`src/rtl/keypad_pkg.sv`:
```
// Shared types and helpers for the matrix-keypad scanner.
// Frame decode classifies the 16 sampled key positions of one full scan.
package keypad_pkg;

    localparam int unsigned KEY_ROWS = 4;
    localparam int unsigned KEY_COLS = 4;
    localparam int unsigned CODE_W   = 4;
    localparam int unsigned KEYS     = KEY_ROWS * KEY_COLS;

    typedef enum logic [1:0] {
        StIdle,
        StDebounce,
        StPressed,
        StRelease
    } key_state_e;

    typedef enum logic [1:0] {
        FrNone,
        FrSingle,
        FrMulti
    } frame_e;

    typedef struct packed {
        frame_e              kind;
        logic [CODE_W-1:0]   code;
    } frame_t;

    // Bit i of lows is key code i (row*4 + col); code is only meaningful for FrSingle.
    function automatic frame_t decode_frame(input logic [KEYS-1:0] lows);
        frame_t      res;
        int unsigned n;
        res.kind = FrNone;
        res.code = '0;
        n        = 0;
        for (int i = 0; i < KEYS; i++) begin
            if (lows[i]) begin
                if (n == 0) begin
                    res.code = CODE_W'(i);
                end
                n++;
            end
        end
        if (n == 1) begin
            res.kind = FrSingle;
        end else if (n > 1) begin
            res.kind = FrMulti;
        end
        return res;
    endfunction

endpackage

```
`src/rtl/scan_tick.sv`:
```
// Row dwell timer: strobes on the last cycle of each row's dwell and marks
// the row-3 strobe as the end of a full frame.
module scan_tick #(
    parameter int unsigned DWELL = 4
) (
    input  logic       clk,
    input  logic       reset,
    output logic       sample_strobe,
    output logic [1:0] row_idx,
    output logic       frame_end
);

    localparam int unsigned            CNT_W = $clog2(DWELL);
    localparam logic [CNT_W-1:0]       LAST  = CNT_W'(DWELL - 1);

    logic [CNT_W-1:0] cnt_q;
    logic [1:0]       row_q;

    always_ff @(posedge clk) begin
        if (reset) begin
            cnt_q <= '0;
            row_q <= '0;
        end else if (cnt_q == LAST) begin
            cnt_q <= '0;
            row_q <= row_q + 2'd1;
        end else begin
            cnt_q <= cnt_q + CNT_W'(1);
        end
    end

    assign sample_strobe = (cnt_q == LAST);
    assign row_idx       = row_q;
    assign frame_end     = sample_strobe && (row_q == 2'd3);

endmodule

```
`src/rtl/keypad_scanner.sv`:
```
// 4x4 matrix-keypad scanner: drives active-low rows in turn, samples the
// synchronized columns, debounces whole frames and reports one event per press.
module keypad_scanner
    import keypad_pkg::*;
#(
    parameter int unsigned CLK_FREQUENCY  = 40_000_000,
    parameter int unsigned SCAN_HZ        = 2_000,
    parameter int unsigned DEBOUNCE_SCANS = 8
) (
    input  logic              clk,
    input  logic              reset,
    input  logic [3:0]        col_n,
    output logic [3:0]        row_n,
    output logic              key_valid,
    output logic [CODE_W-1:0] key_code,
    output logic              key_held
);

    localparam int unsigned      DWELL    = CLK_FREQUENCY / SCAN_HZ;
    localparam int unsigned      DB_W     = $clog2(DEBOUNCE_SCANS + 1);
    localparam logic [DB_W-1:0]  DB_LAST  = DB_W'(DEBOUNCE_SCANS - 1);

    logic             sample_strobe;
    logic             frame_end;
    logic [1:0]       row_idx;

    logic [3:0]       col_meta_q;
    logic [3:0]       col_sync_q;
    logic [11:0]      acc_q;
    frame_t           frame;

    key_state_e        state_q, state_d;
    logic [DB_W-1:0]   cnt_q, cnt_d;
    logic [CODE_W-1:0] cand_q, cand_d;
    logic [CODE_W-1:0] code_q, code_d;
    logic              valid_q, valid_d;

    scan_tick #(
        .DWELL (DWELL)
    ) u_scan_tick (
        .clk           (clk),
        .reset         (reset),
        .sample_strobe (sample_strobe),
        .row_idx       (row_idx),
        .frame_end     (frame_end)
    );

    assign row_n = ~(4'b0001 << row_idx);

    always_ff @(posedge clk) begin
        if (reset) begin
            col_meta_q <= 4'b1111;
            col_sync_q <= 4'b1111;
        end else begin
            col_meta_q <= col_n;
            col_sync_q <= col_meta_q;
        end
    end

    // Rows 0..2 are held here; row 3 is taken live at the frame-end strobe.
    always_ff @(posedge clk) begin
        if (reset) begin
            acc_q <= '0;
        end else if (sample_strobe) begin
            unique case (row_idx)
                2'd0:    acc_q[3:0]  <= ~col_sync_q;
                2'd1:    acc_q[7:4]  <= ~col_sync_q;
                2'd2:    acc_q[11:8] <= ~col_sync_q;
                default: acc_q       <= acc_q;
            endcase
        end
    end

    assign frame = decode_frame({~col_sync_q, acc_q});

    always_ff @(posedge clk) begin
        if (reset) begin
            state_q <= StIdle;
            cnt_q   <= '0;
            cand_q  <= '0;
            code_q  <= '0;
            valid_q <= 1'b0;
        end else begin
            state_q <= state_d;
            cnt_q   <= cnt_d;
            cand_q  <= cand_d;
            code_q  <= code_d;
            valid_q <= valid_d;
        end
    end

    always_comb begin
        state_d = state_q;
        cnt_d   = cnt_q;
        cand_d  = cand_q;
        code_d  = code_q;
        valid_d = 1'b0;
        if (frame_end) begin
            unique case (state_q)
                StIdle: begin
                    if (frame.kind == FrSingle) begin
                        if (DEBOUNCE_SCANS == 1) begin
                            state_d = StPressed;
                            code_d  = frame.code;
                            valid_d = 1'b1;
                            cnt_d   = '0;
                        end else begin
                            state_d = StDebounce;
                            cand_d  = frame.code;
                            cnt_d   = DB_W'(1);
                        end
                    end
                end
                StDebounce: begin
                    if (frame.kind == FrSingle && frame.code == cand_q) begin
                        if (cnt_q == DB_LAST) begin
                            state_d = StPressed;
                            code_d  = cand_q;
                            valid_d = 1'b1;
                            cnt_d   = '0;
                        end else begin
                            cnt_d = cnt_q + DB_W'(1);
                        end
                    end else begin
                        state_d = StIdle;
                        cnt_d   = '0;
                    end
                end
                StPressed: begin
                    // Multi-key or a different key still counts as "not released".
                    if (frame.kind == FrNone) begin
                        if (DEBOUNCE_SCANS == 1) begin
                            state_d = StIdle;
                            cnt_d   = '0;
                        end else begin
                            state_d = StRelease;
                            cnt_d   = DB_W'(1);
                        end
                    end
                end
                StRelease: begin
                    if (frame.kind == FrNone) begin
                        if (cnt_q == DB_LAST) begin
                            state_d = StIdle;
                            cnt_d   = '0;
                        end else begin
                            cnt_d = cnt_q + DB_W'(1);
                        end
                    end else begin
                        state_d = StPressed;
                        cnt_d   = '0;
                    end
                end
                default: begin
                    state_d = StIdle;
                    cnt_d   = '0;
                end
            endcase
        end
    end

    assign key_valid = valid_q;
    assign key_code  = code_q;
    assign key_held  = (state_q == StPressed) || (state_q == StRelease);

endmodule

```
`config.mk`:
```
export PLATFORM = sky130hd
export DESIGN_NAME = keypad_scanner
export DESIGN_NICKNAME = d
export VERILOG_FILES = /design/src/rtl/keypad_pkg.sv /design/src/rtl/scan_tick.sv /design/src/rtl/keypad_scanner.sv
export SDC_FILE = /design/constraint.sdc
export NUM_CORES = 1
export LEC_CHECK = 0
export CAP_MARGIN = 10
export CORE_MARGIN = 3
export CORE_UTILIZATION = 55
export CTS_CLUSTER_SIZE = 8
export DETAILED_ROUTE_END_ITERATION = 16
export PLACE_DENSITY = 0.73
export SYNTH_ARGS = -nofsm -noshare
export SYNTH_HDL_FRONTEND = slang
export SYNTH_SLANG_ARGS = --single-unit
export TNS_END_PERCENT = 50
```
`constraint.sdc`:
```
create_clock -name clk -period 19.2 [get_ports clk]
set_input_delay 1.92 -clock clk [delete_from_list [all_inputs] [get_ports clk]]
set_output_delay 1.92 -clock clk [all_outputs]
set_load 0.01 [all_outputs]
```
Word-level counts from Yosys, hierarchy flattened

Cells that the tools add are included.

Bits in registers: 52
Bits in latches: 0
Bits in writable memories: 0
Memory bits (read-only): 0
Bits of input ports: 6
Output and inout port bits: 10
Word-level logic and storage cells: 144
Memories kept: 0

Add/subtract/negate cells: 18
Multipliers: 0
Divide/modulo/power cells: 0
$lt $le $gt $ge: 1
Eq/ne operators: 15
Shift operators: 1
Multiplexer cells: 62
Bitwise operators: 5
Reductions and logical operators: 30

Operators by type and width:

| operator                                            | count |
|---|---|
| adder 32 x 1 -> 32 bit, second input constant       | 15 |
| logical NOT 32 bit                                  | 15 |
| two-way mux 32 bit                                  | 15 |
| two-way mux 4 bit                                   | 33 |
| == test 32 x 1 -> 1 bit, second input constant      | 1 |
| > comparator 32 x 1 -> 1 bit, second input constant | 1 |
| two-way mux 2 bit                                   | 8 |
| one-hot mux 4 bit (4 select lines)                  | 1 |
| adder 15 x 1 -> 15 bit, second input constant       | 1 |
| == test 15 bit, second input constant               | 1 |
| == test 2 bit, second input constant                | 4 |
| NOT 4 bit                                           | 2 |
| one-hot mux 2 bit (4 select lines)                  | 1 |
| == test 2 x 1 -> 1 bit, second input constant       | 3 |
| logical NOT 2 bit                                   | 3 |
| != test 3 bit, second input constant                | 2 |
| AND reduction 2 bit                                 | 3 |
| AND reduction 3 bit                                 | 2 |
| AND reduction 5 bit                                 | 1 |
| adder 4 x 1 -> 4 bit, second input constant         | 1 |
| == test 4 x 3 -> 1 bit, second input constant       | 1 |
| == test 4 bit                                       | 1 |
| two-way mux 1 bit                                   | 4 |
| != test 2 bit, second input constant                | 2 |
| other kinds (8)                                     | 11 |

Logic depth before layout (Yosys ltp)

Depth in word-level cells: 38
Gate-level depth with buffers: 58
Gate-level depth less buffers: 58

Hierarchy

A second synthesis with hierarchy kept.

Cell total of the unflattened synthesis: 597
Area total of the unflattened synthesis: 4914.7 µm²

Modules (own cells, without submodules):

| module         | instances | cells an instance | area each (µm²) | sequential area each (µm²) |
|---|---|---|---|---|
| keypad_scanner | 1         | 518               | 4102.7          | 700.7 |
| scan_tick      | 1         | 79                | 812.0           | 340.3 |

Worst setup path after synthesis

Ideal clock, no wire load.

Path kind: reg2reg
Start: register acc_q[0]
End: register cand_q[1]
Library setup time: 0.133 ns
Arrival: 9.564 ns
Data required time: 19.067 ns
Slack: 9.503 ns
Cell stages (with the launch flop): 59
Buffers on the path: 1
Period minus slack after synthesis: 9.697 ns
Cell sequence: dfxtp_1 > inv_1 > ha_1 > buf_6 > xor2_1 > inv_1 > ha_1 > o21ai_0 > inv_1 > ha_1 > nand2_1 > o21ai_0 > ha_1 > inv_1 > a32oi_1 > nand2_1 > inv_1 > ha_1 > [23 not listed] > ha_1 > nand2_1 > o21ai_0 > ha_1 > nor2b_1 > a21oi_1 > inv_1 > ha_1 > nor3_1 > a21oi_1 > o21ai_0 > nand4_1 > nor2_1 > nand2_1 > nor3_1 > inv_1 > or2_0 > nor3b_1

Longest elaborated chain between the ends: 36
Elaborated cells on any way between the ends: 79
Classes of those cells: add/sub (15); order compare (1); eq/ne (2); mux (46); reduce/logical (15)

RTL lines:

| element                              | line                  | RTL |
|---|---|---|
| start: declaration                   | keypad_scanner.sv:29  | `logic [11:0] acc_q;` |
| start signal: assignment             | keypad_scanner.sv:66  | `2'd0: acc_q[3:0] <= ~col_sync_q;` |
| start signal: assignment             | keypad_scanner.sv:69  | `default: acc_q <= acc_q;` |
| two-way mux 1 bit *                  | keypad_pkg.sv:36      | `if (lows[i]) begin` |
| adder 32 x 1 -> 32 bit               | keypad_pkg.sv:40      | `n++;` |
| two-way mux 32 bit *                 | keypad_pkg.sv:36      |  |
| adder 32 x 1 -> 32 bit               | keypad_pkg.sv:40      |  |
| two-way mux 32 bit                   | keypad_pkg.sv:36      |  |
| adder 32 x 1 -> 32 bit               | keypad_pkg.sv:40      |  |
| two-way mux 32 bit                   | keypad_pkg.sv:36      |  |
| adder 32 x 1 -> 32 bit               | keypad_pkg.sv:40      |  |
| [20 not listed]                      | -                     |  |
| two-way mux 32 bit                   | keypad_pkg.sv:36      |  |
| adder 32 x 1 -> 32 bit               | keypad_pkg.sv:40      |  |
| two-way mux 32 bit                   | keypad_pkg.sv:36      |  |
| > comparator 32 x 1 -> 1 bit         | keypad_pkg.sv:45      | `end else if (n > 1) begin` |
| two-way mux 2 bit                    | keypad_pkg.sv:45      |  |
| two-way mux 2 bit                    | keypad_pkg.sv:43      | `if (n == 1) begin` |
| == test 2 x 1 -> 1 bit               | keypad_scanner.sv:101 | `if (frame.kind == FrSingle) begin` |
| AND reduction 3 bit (no source line) | -                     |  |
| end signal: assignment               | keypad_scanner.sv:86  | `cand_q <= cand_d;` |
| end: declaration                     | keypad_scanner.sv:34  | `logic [CODE_W-1:0] cand_q, cand_d;` |

Every way passes the cells marked *; elsewhere a longest branch is shown, timed or not.
A chain may end at the register's enable or synchronous reset.

Final worst setup path

Ends and elaborated chain as after synthesis.

==> impl_metrics.json <==
{
  "status": "completed",
  "remaining_drc_errors": 0,
  "gr-total-overflow": 0,
  "cp-endpoint": "cand_q[1]$_SDFFE_PP0P_",
  "cts_buffer_depth": 2,
  "syn_nets": 641,
  "p_per_area_nw_per_um2": 35.9,
  "maxCapViolations": 0,
  "total_power_uw": 186,
  "syn_area_per_cell_um2": 8.21,
  "fp-row-count": 33,
  "numCtsBuffers": 5,
  "cts.sinks": 52,
  "fin_crit_ns": 10.83,
  "clock_latency_ns": 0.31,
  "vias": 4060,
  "hold_buffers": 0,
  "crit_start": "acc_q[0]$_SDFFE_PP0P_",
  "hpwl_um": 7820,
  "drive_gt1_share_pct": 10.2,
  "start_util_pct": 58.2,
  "grt_max_degree": 45,
  "fin_setup_tns_ns": 0,
  "crit_arrival_ns": 11.01,
  "ys.flop_type": "dfxtp_1",
  "relSlewSlack_pct": 22.8,
  "viasPerCell": 5.77,
  "ctsRootBufferMaster": "clkbuf_8",
  "post_cts_buffers": 0,
  "cpMaxStageDelayCell": "nor3_1",
  "synth.distinct_cells": 86,
  "antenna_found_initial": 0,
  "path_clk_slew_ns": 0.10,
  "cp_max_fo": 7,
  "ys_warn_count": 0,
  "hold_depth": 1,
  "critPathMaxStageDelay_ns": 0.49,
  "yosysTopAreaCellShare_pct": 21.1,
  "finalMaxSlewViolations": 0,
  "crit_path_frequent_cell": "ha_1",
  "required_ns": 19.38,
  "die_area_um2": 10100,
  "syn_inst": 600,
  "diodes": 0,
  "p_leak_nw": 1.96,
  "syn-cell-area_um2": 4930,
  "setup_viol": 0,
  "cts_tree": "done",
  "fin_worst_skew_ns": 0.0124,
  "coreArea_um2": 8460,
  "ant_nets": 0,
  "drt_pass1_iterations": 5,
  "end_kind": "flop",
  "tightest_slew_ns": 1.15,
  "ys_seq_area_share_pct": 21.1,
  "place.gp.congestion": 0.911,
  "peakVddDrop_v": 0.0000550,
  "r2r_slack_ns": 8.37,
  "hold_path.class": "flop to flop",
  "grt_usage_pct": 20.1,
  "wl_per_cell_um": 14.1,
  "worst-r2r-cell-count": 57,
  "die_w_um": 101,
  "synth_top_area_cell": "dfxtp_1",
  "synthArstFlopShare_pct": 0,
  "hold_viol_final": 0,
  "ys_seq_elements": 52,
  "r2r-start": "acc_q[0]$_SDFFE_PP0P_",
  "worstSetupPathType": "flop to flop",
  "area_growth_pct": 5.28,
  "ys_top_cells_by_count": "nor2_1, dfxtp_1, inv_1",
  "totalWireLength_um": 9910,
  "htree_num_levels": 2,
  "synth_most_common_cell": "nor2_1",
  "cts_resized": 0,
  "crit_path_start_kind": "flop",
  "grt_pass1_wl_um": 17000,
  "synth_edf_count": 0,
  "grt_pass1_vias": 3710,
  "io_buffer_count": 15,
  "grt_setup_unrepaired": "no",
  "reg2reg_to": "cand_q[1]$_SDFFE_PP0P_",
  "finish.net_count": 639,
  "final.period_utilization_pct": 56.4,
  "first_iter_violations": 161,
  "num_io_pins": 16,
  "die_h_um": 101,
  "max_freq_mhz": 92.4,
  "synth_area_leaders": "dfxtp_1, ha_1, nor2_1"
}
## per-stage QoR
step	hold WS, ns	worst slack, ns	util [%]	std cells	cell area [um^2]
after CTS	0.409	8.34	61.2	703	5180
after floorplan	0.389	9.50	-	600	4930
after detailed placement	0.398	8.41	60.2	695	5090
after global placement	0.392	8.98	60.2	695	5090
after global routing	0.421	7.29	61.3	704	5190
final	0.409	8.37	61.3	704	5190
## where the power goes
part           total, mW  leakage (nW)  switching (mW)  internal [mW]
Sequential         0.111         0.421         0.00154          0.109
Clock             0.0628        0.0445          0.0369         0.0259
Combinational     0.0128          1.49         0.00710        0.00573
## flip-flops by register name, summed over array words and instances, names as in the netlist
| name | flops |
|---|---|
| col_sync_q | 4 |
| col_meta_q | 4 |
| u_scan_tick.cnt_q | 15 |
| acc_q | 12 |
| cand_q | 4 |
| key_code | 4 |
| u_scan_tick.row_idx | 2 |
| state_q | 2 |
| cnt_q | 4 |
| key_valid | 1 |
## metal layers
layer | track usage [%] | vias up | part of all wire [%]
met1 | 27.4 | 1876 | 48
met2 | 33.9 | 72 | 48
li1 | - | 2100 | -
met3 | 2.21 | 12 | 3.0
met5 | 0 | - | 0
met4 | 4.56 | 0 | 1.1
## worst min path at each step
| stage | startpoint | end | slack, ns |
|---|---|---|---|
| 6_report | col_meta_q[1]$_SDFF_PP1_ | col_sync_q[1]$_SDFF_PP1_ | 0.41 |
| 3_5_place_dp | col_meta_q[0]$_SDFF_PP1_ | col_sync_q[0]$_SDFF_PP1_ | 0.40 |
| 5_1_grt | col_meta_q[3]$_SDFF_PP1_ | col_sync_q[3]$_SDFF_PP1_ | 0.42 |
| 2_1_floorplan | col_meta_q[0]$_SDFF_PP1_ | col_sync_q[0]$_SDFF_PP1_ | 0.39 |
| 3_3_place_gp | col_meta_q[0]$_SDFF_PP1_ | col_sync_q[0]$_SDFF_PP1_ | 0.39 |
| 4_1_cts | col_meta_q[3]$_SDFF_PP1_ | col_sync_q[3]$_SDFF_PP1_ | 0.41 |
## cell families (layout without fill, tap and decap cells)
group	after synthesis	count (layout)	synth area share, %
mux	20	20	4.60
simple gates	244	244	25.8
flops	52	52	21.1
buf+inv	77	76	6.48
fa+ha+maj	35	35	8.89
xor+xnor	67	67	17.4
compound gates	105	105	15.7
## cell type report
class	count	area, um^2
Clock inverter	3	21.3
Multi-Input combinational cell	471	3570
Timing Repair Buffer	18	170
Tap cell	105	131
Fill cell	729	3280
Sequential cell	52	1040
Clock buffer	5	68.8
Inverter	50	188
## layout by cell type (no fill, tap or decap), types with 5 or more instances in the layout
| master | Yosys | layout |
|---|---|---|
| xnor3_1 | 6 | 6 |
| or3_1 | 7 | 7 |
| nand4b_1 | 6 | 6 |
| nand3_1 | 19 | 19 |
| nand4_1 | 10 | 10 |
| xnor2_1 | 25 | 25 |
| inv_1 | 48 | 48 |
| clkdlybuf4s50_1 | 0 | 15 |
| xor2_1 | 22 | 22 |
| or2_2 | 13 | 13 |
| clkbuf_8 | 0 | 5 |
| nor2_1 | 68 | 68 |
| a211oi_1 | 17 | 17 |
| nand2b_1 | 12 | 12 |
| nand2_1 | 47 | 47 |
| nor3_1 | 10 | 10 |
| mux2i_1 | 14 | 14 |
| dfxtp_1 | 52 | 52 |
| nor4_1 | 8 | 8 |
| a31oi_1 | 5 | 5 |
| ha_1 | 35 | 35 |
| nor2b_1 | 6 | 6 |
| a21oi_1 | 18 | 18 |
| o21ai_0 | 16 | 16 |
| and3_1 | 10 | 10 |
## critical path: cells and delay by family (launching register included)
kind / cells / cell delay (ns)
compound gates: 13 / 2.13
xor+xnor: 1 / 0.21
buf+inv: 9 / 0.62
flops: 1 / 0.37
simple gates: 20 / 3.00
fa+ha+maj: 14 / 4.36
No activity file was read; power rests on OpenSTA's default activity.
